==> config.mk <==
export PLATFORM = sky130hd
export DESIGN_NAME = rv32_div
export DESIGN_NICKNAME = d
export VERILOG_FILES = /design/src/rtl/rv32_div.sv
export SDC_FILE = /design/constraint.sdc
export NUM_CORES = 1
export LEC_CHECK = 0
export CAP_MARGIN = 20
export CORE_MARGIN = 1.5
export CORE_UTILIZATION = 45
export DETAILED_ROUTE_END_ITERATION = 7
export PLACE_DENSITY_LB_ADDON = 0.12
export SYNTH_ARGS = -nofsm -noshare
export SYNTH_HDL_FRONTEND = slang
export SYNTH_SLANG_ARGS = --single-unit
==> constraint.sdc <==
create_clock -name clk -period 6.45 [get_ports clk]
set_input_delay 0.645 -clock clk [delete_from_list [all_inputs] [get_ports clk]]
set_output_delay 0.645 -clock clk [all_outputs]
set_load 0.02 [all_outputs]
==> src/rtl/rv32_div.sv <==
// Iterative radix-2 restoring divider for RV32M DIV/DIVU/REM/REMU.
// One quotient bit per clock; divide-by-zero and signed overflow finish right after accept.
module rv32_div #(
  parameter int XLEN  = 32,
  parameter int CNT_W = 5
) (
  input  logic            clk,
  input  logic            rst_n,
  input  logic            in_valid,
  output logic            in_ready,
  input  logic [1:0]      op,
  input  logic [XLEN-1:0] rs1,
  input  logic [XLEN-1:0] rs2,
  input  logic            kill,
  output logic            out_valid,
  input  logic            out_ready,
  output logic [XLEN-1:0] res,
  output logic            busy
);

  typedef enum logic [1:0] {
    S_IDLE,
    S_CALC,
    S_DONE
  } state_t;

  localparam logic [XLEN-1:0]  INT_MIN  = {1'b1, {(XLEN-1){1'b0}}};
  localparam logic [CNT_W-1:0] CNT_LAST = {CNT_W{1'b1}};

  state_t           state_q, state_d;
  logic [CNT_W-1:0] cnt_q, cnt_d;
  logic [XLEN-1:0]  dvd_q, dvd_d;
  logic [XLEN-1:0]  dvs_q, dvs_d;
  logic [XLEN-1:0]  rem_q, rem_d;
  logic [XLEN-1:0]  quo_q, quo_d;
  logic [XLEN-1:0]  res_q, res_d;
  logic             is_rem_q, is_rem_d;
  logic             neg_quo_q, neg_quo_d;
  logic             neg_rem_q, neg_rem_d;

  logic             signed_op;
  logic [XLEN-1:0]  rs1_mag, rs2_mag;
  logic [XLEN:0]    rem_shift, rem_diff;
  logic             q_bit;
  logic [XLEN-1:0]  rem_next, quo_next;

  // Magnitudes are treated as unsigned, so |INT_MIN| stays 0x80000000.
  always_comb begin
    signed_op = ~op[0];
    rs1_mag   = (signed_op && rs1[XLEN-1]) ? (~rs1 + 1'b1) : rs1;
    rs2_mag   = (signed_op && rs2[XLEN-1]) ? (~rs2 + 1'b1) : rs2;
  end

  // One restoring step: shift in the next dividend bit, trial-subtract the divisor.
  always_comb begin
    rem_shift = {rem_q, dvd_q[XLEN-1]};
    rem_diff  = rem_shift - {1'b0, dvs_q};
    q_bit     = ~rem_diff[XLEN];
    rem_next  = q_bit ? rem_diff[XLEN-1:0] : rem_shift[XLEN-1:0];
    quo_next  = {quo_q[XLEN-2:0], q_bit};
  end

  always_comb begin
    state_d   = state_q;
    cnt_d     = cnt_q;
    dvd_d     = dvd_q;
    dvs_d     = dvs_q;
    rem_d     = rem_q;
    quo_d     = quo_q;
    res_d     = res_q;
    is_rem_d  = is_rem_q;
    neg_quo_d = neg_quo_q;
    neg_rem_d = neg_rem_q;

    case (state_q)
      S_IDLE: begin
        if (!kill && in_valid) begin
          is_rem_d  = op[1];
          neg_quo_d = signed_op & (rs1[XLEN-1] ^ rs2[XLEN-1]);
          neg_rem_d = signed_op & rs1[XLEN-1];
          dvd_d     = rs1_mag;
          dvs_d     = rs2_mag;
          if (rs2 == '0) begin
            res_d   = op[1] ? rs1 : {XLEN{1'b1}};
            state_d = S_DONE;
          end else if (signed_op && rs1 == INT_MIN && rs2 == {XLEN{1'b1}}) begin
            res_d   = op[1] ? '0 : INT_MIN;
            state_d = S_DONE;
          end else begin
            rem_d   = '0;
            quo_d   = '0;
            cnt_d   = '0;
            state_d = S_CALC;
          end
        end
      end

      S_CALC: begin
        if (kill) begin
          state_d = S_IDLE;
        end else begin
          dvd_d = {dvd_q[XLEN-2:0], 1'b0};
          rem_d = rem_next;
          quo_d = quo_next;
          cnt_d = cnt_q + 1'b1;
          if (cnt_q == CNT_LAST) begin
            if (is_rem_q) begin
              res_d = neg_rem_q ? (~rem_next + 1'b1) : rem_next;
            end else begin
              res_d = neg_quo_q ? (~quo_next + 1'b1) : quo_next;
            end
            state_d = S_DONE;
          end
        end
      end

      S_DONE: begin
        if (kill || out_ready) begin
          state_d = S_IDLE;
        end
      end

      default: state_d = S_IDLE;
    endcase
  end

  always_ff @(posedge clk) begin
    if (!rst_n) begin
      state_q   <= S_IDLE;
      cnt_q     <= '0;
      dvd_q     <= '0;
      dvs_q     <= '0;
      rem_q     <= '0;
      quo_q     <= '0;
      res_q     <= '0;
      is_rem_q  <= 1'b0;
      neg_quo_q <= 1'b0;
      neg_rem_q <= 1'b0;
    end else begin
      state_q   <= state_d;
      cnt_q     <= cnt_d;
      dvd_q     <= dvd_d;
      dvs_q     <= dvs_d;
      rem_q     <= rem_d;
      quo_q     <= quo_d;
      res_q     <= res_d;
      is_rem_q  <= is_rem_d;
      neg_quo_q <= neg_quo_d;
      neg_rem_q <= neg_rem_d;
    end
  end

  assign in_ready  = (state_q == S_IDLE);
  assign out_valid = (state_q == S_DONE);
  assign busy      = (state_q != S_IDLE);
  assign res       = res_q;

endmodule

After elaboration in Yosys (flattened, before gate mapping)
Index checks and enable logic that the tools add are counted.

storage, ports and cells
  register bits after elaboration = 169
  input bits = 71
  output and inout bits = 35
  logic and storage cells = 90

operators by class
  add/sub/neg operators = 6
  equal/unequal tests = 13
  multiplexer cells = 36
  bitwise gates (word level) = 9
  reductions and logical operators = 16

operators by type and width
  operator                                                         count
  32-bit 2-to-1 mux                                                19
  32-bit one-hot mux with 2 select lines                           3
  32-bit by 1-bit adder with 32-bit output, second input constant  4
  32-bit NOT                                                       4
  32-bit == test, second input constant                            2
  31-bit one-hot mux with 2 select lines                           1
  33-bit by 32-bit subtractor with 33-bit output                   1
  32-bit logical NOT                                               1
  31-bit 2-to-1 mux                                                1
  5-bit 2-to-1 mux                                                 4
  2-bit 2-to-1 mux                                                 6
  5-bit one-hot mux with 2 select lines                            1
  5-bit AND reduction                                              2
  2-bit != test, second input constant                             4
  2-bit one-hot mux with 3 select lines                            1
  3-bit AND reduction                                              2
  5-bit by 1-bit adder with 5-bit output, second input constant    1
  5-bit == test, second input constant                             1
  1-bit logical AND                                                5
  2-bit by 1-bit != test with 1-bit output, second input constant  2
  2-bit nonzero test                                               2
  3-bit by 1-bit != test with 1-bit output, second input constant  1
  3-bit != test, second input constant                             1
  1-bit bitwise AND                                                2
  8 further kinds                                                  9

Depth between registers and ports, before layout
  depth in word-level cells = 9
  depth in mapped cells = 26
  mapped depth without buffers = 22

Worst setup path after synthesis
Ideal clock, no wire load.

  path type = register to register
  start = reg dvd_q[31]
  end = reg res_q[22], in the netlist res[22]
  setup time = 0.074 ns
  arrival time = 5.129 ns
  required time = 6.376 ns
  path slack = 1.247 ns
  cell stages (with the launch flop) = 26
  buffers on the path = 4
  clock period less this slack = 5.203 ns
  cell sequence = dfxtp_1 > inv_1 > ha_1 > inv_1 > fa_1 > a211oi_1 > o211ai_2 > a31oi_2 > a2111oi_4 > nor3_1 > nor2_4 > inv_2 > buf_2 > buf_2 > buf_1 > clkbuf_1 > ha_1 > nand3b_1 > or2_2 > or2_2 > o21ai_0 > xnor2_1 > nor2_1 > a211oi_1 > o21ai_0 > a31oi_1

on the way
  word-level cells in the longest chain between the ends = 9
  elaborated cells on any way between the ends = 13

RTL lines
  element                                                      RTL line  source
  start, declared                                              32        logic [XLEN-1:0] dvd_q, dvd_d;
  start signal, assigned                                       142       dvd_q <= dvd_d;
  33-bit by 32-bit subtractor with 33-bit output               57        rem_diff = rem_shift - {1'b0, dvs_q};
  32-bit 2-to-1 mux / 1-bit NOT (equally long branches)        59, 58
  32-bit NOT (on tied branches)                                108, 110
  32-bit by 1-bit adder with 32-bit output (on tied branches)  108, 110
  32-bit 2-to-1 mux (on tied branches)                         108, 110
  32-bit 2-to-1 mux (*)                                        107       if (is_rem_q) begin
  32-bit 2-to-1 mux (*)                                        106       if (cnt_q == CNT_LAST) begin
  32-bit 2-to-1 mux (*)                                        99        if (kill) begin
  32-bit one-hot mux with 2 select lines (*)                   75        case (state_q)
  end signal, assigned                                         146       res_q <= res_d;
  end, declared                                                36        logic [XLEN-1:0] res_q, res_d;

Every way passes the cells marked *; elsewhere a longest branch is shown, timed or not. The select of a mux whose other input is x is not followed.
A chain may end at the register's enable or synchronous reset.

Final worst setup path
  start = reg dvd_q[31]
  end = reg res_q[30], in the netlist res[30]

Same word-level chain as after synthesis.

==> results summary <==
The area fraction in and, or, nand and nor cells after synthesis came out at 0.227. The routability congestion estimate came out at 0.926. The flow ran to the end, and the final reports show no timing, DRC or antenna violations. The arrival time of the worst setup path came out at 5.75 ns.

The path with the worst hold slack has its endpoint at dvs_q[31]. Ranked by total cell area, the synthesized netlist is headed by dfxtp_1 27%, a21oi_1 6.0%, o21ai_0 5.1%. The clock drives 169 sinks. The worst register-to-register path ends at res[30]. The switching portion of total power is 0.318. The post-synthesis share of cell area spent on full adders, half adders and majority gates is 0.0407. For this design the top-level I/O count stands at 106. The largest voltage drop on the vdd net is 0.164 mV. After technology mapping, the gate count stands at 1667.

The largest family of logic cells by synthesized area is compound AO/OA/AOI/OAI gates. In this run the standard cell core region covers 0.0271 sq mm. The die footprint came out at 0.0287 sq mm. The maximum number of pins on one net before global-route repair is 106. The number of hold violations in the final report is 0. The first-pass GRT wire length is 63700 um. The H-tree depth came out at 4. The initial detailed-routing violation count is 1388.

Of the total synthesized cell area, the portion taken by XOR and XNOR cells is 0.0919. After clock tree synthesis, the clock-pin slew on the worst setup and hold paths is 0.07 ns. Setup repair after global routing left no endpoint under its margin. The routed layout has 12478 vias.

The number of buffers added to fix hold violations after cts is 0. The critical path startpoint category is a register. The largest fanout on the critical path is 25. In this run the power density over the cells is 189 mW/mm^2.

STA classifies the critical path endpoint as a register. The total routing resource utilization after global routing is 0.284. The detailed-route DRC error count came out at 0. The average via count per standard cell came out at 6.00.

The worst hold path passes through 2 cells. The root buffer cell chosen for the clock tree is clkbuf_16. In this run, synthesis inferred 0 flip-flops with an integrated enable. The utilization of the core after routing is 0.528. The compound-cell area share of the yosys netlist is 0.288. TritonCTS created 17 clock buffers. The max-slew violation count is 0. The share of total power dissipated in the clock network is 0.379. The number of antenna-violating nets in the routed design is 0.

The cell-internal power came out at 0.00185 W. In this run the most critical hold path is launched from dvs_q[31]. Dividing the final minimum period by the clock period gives 0.834. The port buffer count came out at 105. The number of gates resized after CTS was 0. The flip-flop and latch count after synthesis is 169. Of the total power, registers draw 0.405. The number of warnings printed during yosys synthesis is 0. The final wirelength is 40700 um. The setup slack of the most critical reg-to-reg path came out at 1.07 ns. The initial antenna violation count is 0. For this configuration, the core starts out at a cell density of 0.461. The length of the first detailed-routing pass in iterations came out at 6.

The cell area that synthesis handed to floorplanning was 0.0125 sq mm. The relative max-transition margin is 0.152. The net load switching power is 0.000861 W.

The critical path is of the reg -> reg type. Subtracting the final worst setup slack from the clock period gives 5.38 ns. The net count of the finished layout is 1806. The post-synthesis net count came out at 1778. A synthesized cell averages 7.49 sq um. The number of antenna cells inserted is 0.

The clock reaches the later pin of the worst-skew pair after 0.45 ns. The tightest min-delay check is of the reg -> reg type. Counting along the longest clock path gives a buffer depth of 2. The biggest area contributor in the post-synthesis netlist is dfxtp_1. The row count is 60. Detailed placement ended at an HPWL of 30200 um.

The remaining global-route overflow is 0. The detail-routed net length per standard cell is 19.6 um. Setup violations remaining at the end of the flow were counted as 0. The leakage power came out at 5.44 nW. The number of distinct library cells after synthesis came out at 71. Measured in cells, the most critical reg-to-reg path has a length of 21. TritonCTS built the clock tree.

The via count of the first global-routing pass was 11417. The final total negative setup slack came out at 0 ns. At the pin with the least slew margin, the transition time is 1.25 ns. The multiplexer fraction of the synthesized cell area came out at 0.0289. The post-synthesis sequential area ratio came out at 0.271. Of the cells placed in the final design, the portion with a size suffix greater than 1 is 0.0498.

The startpoint of the worst-slack reg-to-reg timing path is dvd_q[31]. The power share of the combinational group is 0.215. The worst-case clock skew is 0.0122 ns. The dominant synthesized flop cell is dfxtp_1. After synthesis, the share of flip-flops with an asynchronous set or reset is 0. The area share of the leading cell type in the synthesized netlist is 0.271. The required arrival time at the worst endpoint came out at 6.82 ns.

The layout-stage area growth over the synthesis result came out at 14.6%. Across the run, the number of max-cap violations was 0. The vertical die dimension came out at 170 um. The die is 170 um wide. For this run, the top clock speed supported by timing is 0.186 GHz. The total setup buffers inserted after CTS is 0.

The final worst hold slack is 0.472 ns.
## cell usage in the layout, fill, tap and decap left out, types with 27 or more instances in the layout
cell type	netlist	layout
clkdlybuf4s50_1	0	104
dfxtp_1	169	169
nand2_1	147	147
nor3_1	27	27
xnor2_1	64	64
o211a_1	29	29
xor2_1	67	67
a22oi_1	43	43
nor2b_1	85	85
o21ai_0	127	127
a21oi_1	149	149
nor2_1	153	150
inv_1	57	57
a211oi_1	36	36
ha_1	39	39
mux2i_1	27	27
## worst max path at each step
stage | cells past startpoint | to | slack, ns | start
6_report | 21 | res[30] | 1.07 | dvd_q[31]
5_1_grt | 23 | res[28] | 0.69 | dvd_q[31]
4_1_cts | 20 | res[30] | 1.15 | dvd_q[31]
3_5_place_dp | 19 | res[30] | 1.16 | dvd_q[31]
3_3_place_gp | 12 | res[29] | 1.30 | rs2[3]
2_1_floorplan | 25 | res[22] | 1.25 | dvd_q[31]
## power by group through the flow
stage                     combinational (W)  sequential [W]  clock, W
after global placement             0.000570         0.00112         0
after floorplan                    0.000380         0.00112         0
final                              0.000583         0.00110   0.00103
after detailed placement           0.000571         0.00112         0
after global routing               0.000638         0.00110   0.00109
after CTS                          0.000575         0.00110   0.00104
## per-layer routing
layer / GRT usage / up-vias / wire length (um)
li1: - / 6086 / -
met1: 0.395 / 5891 / 18900
met5: 0 / - / 0
met2: 0.446 / 432 / 18100
met4: 0.0970 / 0 / 1080
met3: 0.0429 / 69 / 2690
## state kept, by name, indices dropped and copies added (netlist names)
register	cells
res	32
state_q	2
dvd_q	32
neg_rem_q	1
cnt_q	5
quo_q	31
rem_q	32
neg_quo_q	1
dvs_q	32
is_rem_q	1
## cells in the mapped netlist, types with 9 or more instances
| cell type | count |
|---|---|
| dfxtp_1 | 169 |
| nor2_1 | 153 |
| a21oi_1 | 149 |
| nand2_1 | 147 |
| o21ai_0 | 127 |
| clkbuf_1 | 97 |
| nor2b_1 | 85 |
| xor2_1 | 67 |
| xnor2_1 | 64 |
| inv_1 | 57 |
| a22oi_1 | 43 |
| ha_1 | 39 |
| a211oi_1 | 36 |
| o211a_1 | 29 |
| mux2i_1 | 27 |
| nor3_1 | 27 |
| nand3_1 | 26 |
| o31ai_1 | 25 |
| or3_1 | 24 |
| nor4_1 | 22 |
| nand2b_1 | 21 |
| o211ai_1 | 17 |
| nand4_1 | 16 |
| a31oi_1 | 15 |
| o41ai_1 | 13 |
| or4_1 | 13 |
| buf_2 | 12 |
| a21boi_0 | 11 |
| a21o_1 | 11 |
| and2_1 | 11 |
| a311oi_1 | 9 |
| o21a_1 | 9 |
| or2_2 | 9 |
## per-stage QoR
stage          cells  power, W  cell area [sq um]  worst slack (ns)
3_5_place_dp    2048   0.00169              13700              1.16
2_1_floorplan   1667   0.00150              12500              1.25
5_1_grt         2080   0.00283              14300             0.691
6_report        2080   0.00271              14300              1.07
4_1_cts         2080   0.00271              14300              1.15
3_3_place_gp    2047   0.00169              13700              1.30
## logic make-up (layout without fill, tap and decap cells)
| family | count (synthesis) | count (layout) |
|---|---|---|
| multiplexers | 35 | 35 |
| AO/OA/AOI/OAI | 547 | 547 |
| adder cells (fa/ha/maj) | 40 | 40 |
| buffers and inverters | 170 | 211 |
| flip-flops | 169 | 169 |
| XOR/XNOR | 131 | 131 |
| AND/OR/NAND/NOR | 575 | 575 |
## cell type report
class / instances / area (sq um)
timing repair buffer: 121 / 1170
inverter: 58 / 218
clock inverter: 11 / 100
sequential: 169 / 3380
multi-input combinational: 1328 / 8490
fill: 2658 / 12800
clock buffer: 21 / 480
tap: 372 / 465
## worst max-delay path, cell delays in order, from the launching register on
cell and delay (ns):
dfxtp_1 0.40, inv_1 0.09, ha_1 0.17, inv_1 0.06, fa_1 0.41, a211oi_1 0.32, o211ai_2 0.16, a31oi_2 0.36
a2111oi_4 0.15, nor3_1 0.40, buf_4 0.25, nor2_4 0.04, inv_2 0.36, o21ai_0 0.23, inv_1 0.10, ha_1 0.25
o21ai_0 0.19, nand4b_1 0.50, o41ai_1 0.47, xnor2_1 0.17, nor2_1 0.05, o21ai_0 0.16
(Power assumes the default switching activity.)
==> RTL edit: new RTL, same settings <==
`res_q` no longer has a reset.
--- a/src/rtl/rv32_div.sv
+++ b/src/rtl/rv32_div.sv
@@ -134,3 +134,2 @@
       quo_q     <= '0;
-      res_q     <= '0;
       is_rem_q  <= 1'b0;
@@ -145,3 +144,2 @@
       quo_q     <= quo_d;
-      res_q     <= res_d;
       is_rem_q  <= is_rem_d;
@@ -150,2 +148,6 @@
     end
+  end
+
+  always_ff @(posedge clk) begin
+    res_q <= res_d;
   end
Function: changed (Yosys sat finds a counterexample within 4 cycles, from zero or initial values and one cycle with rst_n low).
==> RTL edit against the unedited design <==
Setup slack improved by 0.043 ns; area after synthesis rose by 1.9%; maximum frequency rose by 0.82%; final area rose by 2.0%; sequential cell count did not move; first-iteration DRC count fell by 10%; wire length fell by 0.72%; die area rose by 1.9%.
Power is not compared: it rests on default switching activity, and its combinational part moved more than twofold at a synthesized area within 25%.
==> RTL edit: results (changes against the unedited design) <==
INFO  metric worst_clock_skew = 0.0158 ns (was 0.0122 ns)
INFO  metric layout.filler_cells = 2724 (was 2658)
INFO  metric met2RoutedLength = 18100 um (about the same)
INFO  metric gp_routability_congestion = 0.896 (was 0.926)
INFO  metric grt_use_met2 = 43.4% (was 44.6%)
INFO  metric cts_buffer_depth = 2 (unchanged)
INFO  metric reg2reg_from = dvd_q[31]$_SDFFE_PN0P_ (unchanged)
INFO  metric ff2ff_setup_slack = 1.12 ns (was 1.07 ns)
INFO  metric outcome = complete, no violations (unchanged)
INFO  metric finalNetCount = 1753 (was 1806)
INFO  metric drt_first_iter_violations = 1243 (was 1388)
INFO  metric wirelength_met1 = 18700 um (was 18900 um)
INFO  metric ys_top_cells_by_area = dfxtp_1 22%, edfxtp_1 7.6%, a21oi_1 4.9% (was dfxtp_1 27%, a21oi_1 6.0%, o21ai_0 5.1%)
INFO  metric wire_length_of_the_first_global_routing_pass = 63200 um (was 63700 um)
INFO  metric global_route.usage.met3 = 4.46% (was 4.29%)
INFO  metric critical_path.top_delay_family = simple AND/OR/NAND/NOR gates (was compound AO/OA/AOI/OAI gates)
INFO  metric via_count_of_the_first_global_routing_pass = 11100 (was 11400)
INFO  metric global_route.usage.met1 = 39.2% (was 39.5%)
INFO  metric yosys.cell_types.count = 90 (was 71)
INFO  metric regToRegEndpoint = res[30]$_DFFE_PP_ (was res[30]$_SDFFE_PN0P_)
INFO  metric hpwlAfterDp = 29800 um (was 30200 um)
INFO  metric grt_max_degree = 80 (was 106)
INFO  metric synth_nets = 1713 (was 1778)
INFO  metric yosys-top-cells-count = 137 x dfxtp_1, 130 x nand2_1, 125 x a21oi_1 (was 169 x dfxtp_1, 153 x nor2_1, 149 x a21oi_1)
INFO  metric gr-usage-all-layers = 27.8% (was 28.4%)
INFO  metric crit_arrival = 5.48 ns (was 5.75 ns)
INFO  metric worstRegToRegCells = 18 (was 21)
INFO  metric post_route_cells_drive_above_1_share = 5.50% (was 4.98%)
INFO  metric dpl_cell_area = 0.0140 mm^2 (was 0.0137 mm^2)
INFO  metric seq_area_frac_synth = 29.1% (was 27.1%)
INFO  metric dr_total_vias = 12300 (was 12500)
INFO  metric routedWlPerCell = 19.9 um (was 19.6 um)
INFO  metric wl_met3 = 2620 um (was 2690 um)
INFO  metric yosys_most_used_dff = dfxtp_1 (unchanged)
INFO  metric worst_slew_pin_slew = 1.05 ns (was 1.25 ns)
INFO  metric synth-edff-count = 32 (was 0)
INFO  metric crit_fanout = 42 (was 25)
INFO  metric timing.critical_path.slowest_stage_cell = inv_2 (was nand4b_1)
RTL edit: changes by cell type in the layout (fill, tap and decap cells not counted), moves of 12 or more:
cell / delta
nor2_1: -34
dfxtp_1: -32
edfxtp_1: +32
a21oi_1: -24
nand2_1: -17
nor2b_1: +14
inv_1: +13
mux2i_1: -12
RTL edit: metrics by stage:
| step | worst slack, ns | cells | util, % |
|---|---|---|---|
| finish | 1.12 | 2033 | 52.5 |
| global placement | 1.39 | 2000 | 50.2 |
| CTS | 1.20 | 2032 | 52.4 |
| floorplan | 1.98 | 1602 | - |
| detailed placement | 1.21 | 2000 | 50.2 |
| global route | 0.674 | 2033 | 52.5 |
RTL edit: power by group through the flow:
stage | clock network (mW) | logic (mW) | registers, mW
after floorplan | 0 | 0.901 | 1.23
after global placement | 0 | 1.26 | 1.23
after detailed placement | 0 | 1.27 | 1.23
after CTS | 1.09 | 1.27 | 1.20
after global routing | 1.14 | 1.41 | 1.21
final | 1.07 | 1.30 | 1.20
RTL edit: cell families (layout without fill, tap and decap cells):
kind of cell / after synthesis / after routing / share of synthesized area (%)
adder cells (fa/ha/maj): 40 / 40 / 3.99
buffers and inverters: 169 / 222 / 5.43
AO/OA/AOI/OAI: 536 / 536 / 29.0
AND/OR/NAND/NOR: 543 / 543 / 22.2
flip-flops: 169 / 169 / 29.1
XOR/XNOR: 127 / 127 / 8.74
multiplexers: 18 / 18 / 1.53
RTL edit: area by class of cell:
| type | count | share of cell area (%) |
|---|---|---|
| Clock buffer | 18 | 3.09 |
| Clock inverter | 14 | 1.11 |
| Inverter | 72 | 1.85 |
| Multi-Input combinational cell | 1264 | 57.3 |
| Sequential cell | 169 | 25.4 |
| Tap cell | 378 | 3.24 |
| Timing Repair Buffer | 118 | 8.08 |
